===== src/rtl/systolic_pkg.sv =====
// systolic_pkg: shared defaults and types
// for the systolic skew feeder.
package systolic_pkg;

  localparam int DEF_DATA_WIDTH = 8;
  localparam int DEF_DIM        = 4;

  typedef enum logic [1:0] {
    IDLE,
    CLEAR,
    STREAM,
    DRAIN
  } state_e;

  typedef struct packed {
    logic                      clr;
    logic [DEF_DATA_WIDTH-1:0] data;
  } beat_t;

endpackage


===== src/rtl/systolic_skew_feeder_delay.sv =====
// skew_delay_line: DEPTH-stage register chain
// carrying one {clr,data} beat per cycle.
module skew_delay_line #(
  parameter int WIDTH = 9,
  parameter int DEPTH = 1
) (
  input  logic             clk_i,
  input  logic             rst_ni,
  input  logic [WIDTH-1:0] d_i,
  output logic [WIDTH-1:0] q_o
);

  logic [DEPTH-1:0][WIDTH-1:0] r_q;

  // shift the beat one stage per cycle
  always_ff @(posedge clk_i or negedge rst_ni) begin
    if (!rst_ni) begin
      r_q <= '0;
    end else begin
      r_q[0] <= d_i;
      for (int k = 1; k < DEPTH; k++) begin
        r_q[k] <= r_q[k-1];
      end
    end
  end

  assign q_o = r_q[DEPTH-1];

endmodule


===== src/rtl/systolic_skew_feeder.sv =====
// systolic_skew_feeder: skews operand slices
// onto the PE edge with clear and drain.
module systolic_skew_feeder
  import systolic_pkg::*;
#(
  parameter int DATA_WIDTH = DEF_DATA_WIDTH,
  parameter int DIM        = DEF_DIM
) (
  input  logic                      clk_i,
  input  logic                      rst_ni,
  input  logic                      in_valid_i,
  output logic                      in_ready_o,
  input  logic                      in_last_i,
  input  logic [DIM*DATA_WIDTH-1:0] in_data_i,
  output logic [DIM*DATA_WIDTH-1:0] lane_data_o,
  output logic [DIM-1:0]            lane_clr_o,
  output logic                      busy_o,
  output logic                      done_o
);

  localparam int CW = $clog2(DIM + 1);
  localparam int BW = DATA_WIDTH + 1;

  state_e        r_state;
  state_e        w_state_d;
  logic [CW-1:0] r_cnt;
  logic [CW-1:0] w_cnt_d;
  logic          r_done;
  logic          w_done_d;
  logic          w_ready;
  logic          w_inj_clr;
  logic          w_inj_dat;

  // state, drain counter and done pulse
  always_ff @(posedge clk_i or negedge rst_ni) begin
    if (!rst_ni) begin
      r_state <= IDLE;
      r_cnt   <= '0;
      r_done  <= 1'b0;
    end else begin
      r_state <= w_state_d;
      r_cnt   <= w_cnt_d;
      r_done  <= w_done_d;
    end
  end

  // next state, ready and beat select
  always_comb begin
    w_state_d = r_state;
    w_cnt_d   = r_cnt;
    w_done_d  = 1'b0;
    w_ready   = 1'b0;
    w_inj_clr = 1'b0;
    w_inj_dat = 1'b0;
    unique case (r_state)
      IDLE: begin
        if (in_valid_i) w_state_d = CLEAR;
      end
      CLEAR: begin
        w_inj_clr = 1'b1;
        w_state_d = STREAM;
      end
      STREAM: begin
        w_ready = 1'b1;
        if (in_valid_i) begin
          w_inj_dat = 1'b1;
          if (in_last_i) begin
            w_state_d = DRAIN;
            w_cnt_d   = CW'(DIM);
          end
        end
      end
      DRAIN: begin
        w_cnt_d = r_cnt - CW'(1);
        if (r_cnt == CW'(1)) begin
          w_state_d = IDLE;
          w_done_d  = 1'b1;
        end
      end
      default: w_state_d = IDLE;
    endcase
  end

  for (genvar j = 0; j < DIM; j++) begin : g_lane
    logic [BW-1:0]         w_in;
    logic [BW-1:0]         w_out;
    logic [DATA_WIDTH-1:0] w_op;

    assign w_op = in_data_i[j*DATA_WIDTH +: DATA_WIDTH]
                & {DATA_WIDTH{w_inj_dat}};
    assign w_in = {w_inj_clr, w_op};

    skew_delay_line #(
      .WIDTH (BW),
      .DEPTH (j + 1)
    ) u_dl (
      .clk_i  (clk_i),
      .rst_ni (rst_ni),
      .d_i    (w_in),
      .q_o    (w_out)
    );

    assign lane_clr_o[j] = w_out[BW-1];
    assign lane_data_o[j*DATA_WIDTH +: DATA_WIDTH] =
      w_out[DATA_WIDTH-1:0];
  end

  assign in_ready_o = w_ready;
  assign busy_o     = (r_state != IDLE);
  assign done_o     = r_done;

endmodule


===== config.mk =====
export PLATFORM = sky130hd
export DESIGN_NAME = systolic_skew_feeder
export DESIGN_NICKNAME = d
export VERILOG_FILES = /design/src/rtl/systolic_pkg.sv /design/src/rtl/systolic_skew_feeder_delay.sv /design/src/rtl/systolic_skew_feeder.sv
export SDC_FILE = /design/constraint.sdc
export NUM_CORES = 1
export LEC_CHECK = 0
export CAP_MARGIN = 20
export CORE_ASPECT_RATIO = 0.5
export CORE_MARGIN = 8
export CORE_UTILIZATION = 44
export CTS_CLUSTER_DIAMETER = 200
export DETAILED_ROUTE_END_ITERATION = 12
export HOLD_SLACK_MARGIN = 0.15
export PLACE_DENSITY = 0.81
export SLEW_MARGIN = 20
export SYNTH_ARGS = -nofsm -noshare
export SYNTH_HDL_FRONTEND = slang
export SYNTH_HIERARCHICAL = 1
export SYNTH_SLANG_ARGS = --single-unit

===== constraint.sdc =====
create_clock -name clk_i -period 1.5 [get_ports clk_i]
set_input_delay 0.3 -clock clk_i [delete_from_list [all_inputs] [get_ports clk_i]]
set_output_delay 0.3 -clock clk_i [all_outputs]
set_load 0.02 [all_outputs]

==> results of run 1 <==
sequential cells by signal, summed over array words and instances (netlist names):
signal and cells:
r_state 2, g_lane.u_dl/r_q 54, g_lane.u_dl/q_o 36, r_cnt 3, done_o 1
placed cells by master, fill, tap and decap left out, types with 2 or more instances in the layout:
cell type / n
a211oi_2: 2
and3_1: 32
buf_12: 2
buf_4: 18
buf_6: 3
clkbuf_16: 9
clkdlybuf4s50_1: 34
clkinvlp_4: 2
dfrtp_1: 96
dlygate4sd2_1: 37
ha_1: 2
ha_4: 3
inv_1: 5
inv_2: 3
inv_6: 2
nand3_1: 3
o21ai_0: 3
what timing repair did:
action                                 in CTS  in global routing
setup endpoints to repair                  42                 11
hold buffers                                1                  0
resized for setup                          54                 10
setup buffers                               5                  4
endpoints found under the hold margin      25                  0
gates cloned                                0                  0
pin swaps                                   4                  3
through the flow:
stage	setup slack, ps	instances	util	cell area [um2]	total power [mW]
4_1_cts	-148	364	0.616	4160	7.38
5_1_grt	-170	368	0.626	4220	7.91
3_5_place_dp	-198	343	0.570	3850	5.16
6_report	-143	368	0.626	4220	7.55
3_3_place_gp	-156	343	0.570	3850	5.02
2_1_floorplan	-66.2	201	-	3120	4.42
routing by layer:
metal	global-route usage	vias up	part of all wire	wire length [um]
li1	-	770	-	-
met3	0.0382	9	0.032	195
met1	0.125	842	0.37	2260
met2	0.231	34	0.58	3480
met4	0.0506	0	0.018	108
met5	0	-	0	0
power breakdown:
group / internal (mW) / total (mW) / switching [mW]
sequential: 3.11 / 3.30 / 0.195
combinational: 0.970 / 2.06 / 1.09
clock: 1.29 / 2.19 / 0.900
total: 5.37 / 7.55 / 2.18
layout make-up:
cell class	count	area [um2]
Fill cell	476	2530
Sequential cell	96	2400
Timing Repair Buffer	95	883
Multi-Input combinational cell	62	500
Clock buffer	9	225
Tap cell	92	115
Clock inverter	6	67.6
Inverter	8	30.0
how the worst max path moves through the flow:
stage | from | endpoint | cells past startpoint
2_1_floorplan | r_state[0] | r_state[1] | 5
3_3_place_gp | in_last_i | r_state[1] | 4
3_5_place_dp | in_last_i | r_state[1] | 4
4_1_cts | r_state[1] | r_state[1] | 5
5_1_grt | r_state[1] | r_state[1] | 5
6_report | r_state[1] | r_state[1] | 5
cell families after synthesis:
group                    after synthesis  share of synthesized area
buffers and inverters                 43                     0.0853
adder cells (fa/ha/maj)                6                     0.0242
AND/OR/NAND/NOR                       42                     0.0833
AO/OA/AOI/OAI                         13                     0.0306
flip-flops                            96                      0.773
multiplexers                           1                    0.00362
==> results.cfg, run 1 <==
[placement]
port_buffers = 74
gp_congestion = 0.855
dpl.hpwl_mm = 3.96

[critical_path]
slowest_delay_ps = 420
reg2reg_slack_ps = -140
path_buf_inv = 1
cp_max_fo = 3
arrival_ps = 1850
reg2reg_from = r_state[1]
rr_worst_depth = 5
endpoint_kind = register
critPathRequiredTime_ps = 1710
critical_path.top_delay_family = flip-flops
path_class = reg -> reg
slowest_stage = dfrtp_1
crit_chain = inv_2, ha_4, or2_1, a222oi_1, mux2_1
reg2reg_to = r_state[1]
start_kind = register

[detailed_routing]
vias = 1655
wl_per_cell_um = 16.4
final_antenna_net_count = 0
totalWireLength_mm = 6.04
vias_per_cell = 4.50
drtIter0Drc = 89
drcViolationCount = 0
dr.pass1.iters = 4

[die]
core_um2 = 6750
dieArea_um2 = 10200
dieWidth_um = 135
start_util = 0.460
io_pins = 75
rows = 21
die_y_um = 75.4

[yosys]
post-synth-top-area-fraction = 0.773
yosys.area.top_type = dfrtp_1
avgSynthCellArea_um2 = 15.5
synth.most_common_cell = dfrtp_1
synth_area_leaders = dfrtp_1, buf_4, and3_1
syn_area_um2 = 3110
ys.flop_type = dfrtp_1
syn_inst = 201
synth-seq-area-share = 0.773
ys_ff_latch = 96
syn_nets = 243
yosys-top-cells-count = dfrtp_1, and3_1, buf_4
ys_warn_count = 6
synth_edf_count = 0
synth_cell_types = 24
synth-async-reset-ratio = 1.00

[global_route]
overflow = 0
grt_pass1_wl_mm = 9.39
grt_pass1_vias = 1812
grt_antenna_before_repair = 0
grt_usage = 0.121
grt_max_degree = 45

[clock_network]
tritoncts = done
htree_levels = 3
cts_root_buf = clkbuf_16
clock_sinks = 96
cts.path.max_buffers = 2
clk_latency_ps = 320
path_clk_slew_ps = 60
numCtsBuffers = 9

[sta]
fin_ws_ps = -143
slew_headroom = 0.754
final_hold_viol_count = 0
timing.final.crit_share = 1.10
worst_pin_slew_ps = 369
rsz0062_at_grt = true
hold_ws_ps = 345
max_freq_ghz = 0.609
setup_viol = 7
period_needed_ps = 1640
drv_slew = 0
setup_tns_ps = -648
finalClockSkew_ps = 2.34

[power]
leakage_nw = 2.30
p_per_area_nw_per_um2 = 1790
ir_drop_uv = 674

[status]
violations = setup timing
status = complete, but fails checks

[cells_and_area]
n_antenna_cell = 0
area_growth_pct = 35.9
fin_nets = 314
drive_gt1_frac = 0.192

[min_path]
worstHoldStart = g_lane[3].u_dl/r_q[0]
hold_end = g_lane[3].u_dl/r_q[9]
min_path_cells = 0
hold_class = reg -> reg

[flow_run]
drv_cap = 0
Note: power is estimated with default switching activity, not from simulation.
==> run 2, diff against run 1 <==
REMOVE_ABC_BUFFERS = 1   (was default)
==> results.cfg, run 2 (synthesized netlist as in run 1, its figures left out) <==
[status]
status = complete, but fails checks
violations = setup timing

[flow_run]
drv_cap = 0

[global_route]
grt_pass1_wl_mm = 9.00
overflow = 0
grt_antenna_before_repair = 0
grt_max_degree = 39
grt_usage = 0.119
grt_pass1_vias = 1776

[cells_and_area]
drive_gt1_frac = 0.169
n_antenna_cell = 0
final_common_cell = dfrtp_1
area_growth_pct = 32.8
fin_nets = 309
largest_register_ffs = 54
regMostFlops = g_lane.u_dl/r_q
final_cell_mix = dfrtp_1, dlygate4sd2_1, clkdlybuf4s50_1

[min_path]
hold_class = reg -> reg
worstHoldStart = g_lane[3].u_dl/r_q[12]

[power]
clock_power_share = 0.295
switching_power_mw = 2.15
total_power_mw = 7.20
p_per_area_nw_per_um2 = 1750
p_seq_frac = 0.458
ir_drop_uv = 739
p_int_mw = 5.06
switching_share = 0.298
power_frac_comb = 0.246
leakage_nw = 2.27

[sta]
max_freq_ghz = 0.612
timing.final.crit_share = 1.09
final_hold_viol_count = 0
setup_tns_ps = -141
worst_pin_slew_ps = 312
setup_viol = 2
rsz0062_at_grt = true
finalClockSkew_ps = 7.44
fin_ws_ps = -134
drv_slew = 0
period_needed_ps = 1630
slew_headroom = 0.792

[die]
io_pins = 75
die_y_um = 75.4
start_util = 0.460
dieWidth_um = 135
dieArea_um2 = 10200
rows = 21
core_um2 = 6750

[critical_path]
cp_max_fo = 3
path_class = reg -> reg
endpoint_kind = register
crit_start = r_state[0]
reg2reg_from = r_state[0]
critPathRequiredTime_ps = 1710
arrival_ps = 1850
reg2reg_slack_ps = -130
start_kind = register

[placement]
dpl.hpwl_mm = 4.20
port_buffers = 74
gp_congestion = 0.734

[clock_network]
cts_root_buf = clkbuf_16
htree_levels = 3
cts.path.max_buffers = 2
clk_latency_ps = 330
path_clk_slew_ps = 70
clock_sinks = 96
tritoncts = done
numCtsBuffers = 9

[detailed_routing]
vias_per_cell = 4.49
final_antenna_net_count = 0
drcViolationCount = 0
totalWireLength_mm = 5.84
wl_per_cell_um = 16.0
vias = 1635
dr.pass1.iters = 4
drtIter0Drc = 87
run 2: worst max-delay path, cell delays in order (launching register included):
cell	delay (ps)
dfrtp_1	380
inv_2	80
ha_2	190
or2_1	230
a222oi_1	280
mux2_1	360
run 2: cell type report:
type	count	area, um2
clock buffer	9	225
clock inverter	7	60.1
fill	511	2630
inverter	8	30.0
multi-input combinational	62	468
sequential	96	2400
tap	92	115
timing repair buffer	90	826
run 2: path summary, 6_finish.rpt:
| kind | end | depth (start not counted) |
|---|---|---|
| hold / removal | g_lane[3].u_dl/r_q[21] | 0 |
| min in group asynchronous | r_state[0] | 2 |
| setup / recovery | r_state[1] | 5 |
| hold reg to reg | g_lane[3].u_dl/r_q[21] | 0 |
| max in group asynchronous | g_lane[1].u_dl/q_o[4] | 3 |
| setup reg to reg | r_state[1] | 5 |
run 2: per-layer routing:
| layer | share of wire | up-vias | GRT usage |
|---|---|---|---|
| li1 | - | 764 | - |
| met1 | 0.36 | 837 | 0.114 |
| met2 | 0.58 | 28 | 0.232 |
| met3 | 0.043 | 6 | 0.0382 |
| met4 | 0.014 | 0 | 0.0592 |
| met5 | 0 | - | 0 |
run 2: repair_timing:
action | CTS | global route
cloned | 0 | 0
setup endpoints to repair | 41 | 7
hold buffers | 1 | 0
pin swaps | 1 | 5
endpoints found under the hold margin | 19 | 0
resized for setup | 50 | 8
setup buffers | 0 | 2
run 2: per-stage QoR:
stage	cells	area, um2	utilization	hold WS [ps]	setup slack, ps
after global routing	364	4130	0.611	354	-167
final	364	4130	0.611	345	-134
after detailed placement	346	3840	0.569	213	-166
after floorplan	166	2870	-	4.41	-455
after CTS	363	4090	0.606	348	-84.1
after global placement	346	3840	0.569	210	-152
run 2: power groups by stage:
stage / clock [mW] / combinational (mW) / sequential, mW
4_1_cts: 2.17 / 1.69 / 3.30
3_5_place_dp: 0 / 1.81 / 3.35
3_3_place_gp: 0 / 1.71 / 3.30
6_report: 2.13 / 1.77 / 3.30
2_1_floorplan: 0 / 0.616 / 3.54
5_1_grt: 2.28 / 1.90 / 3.36
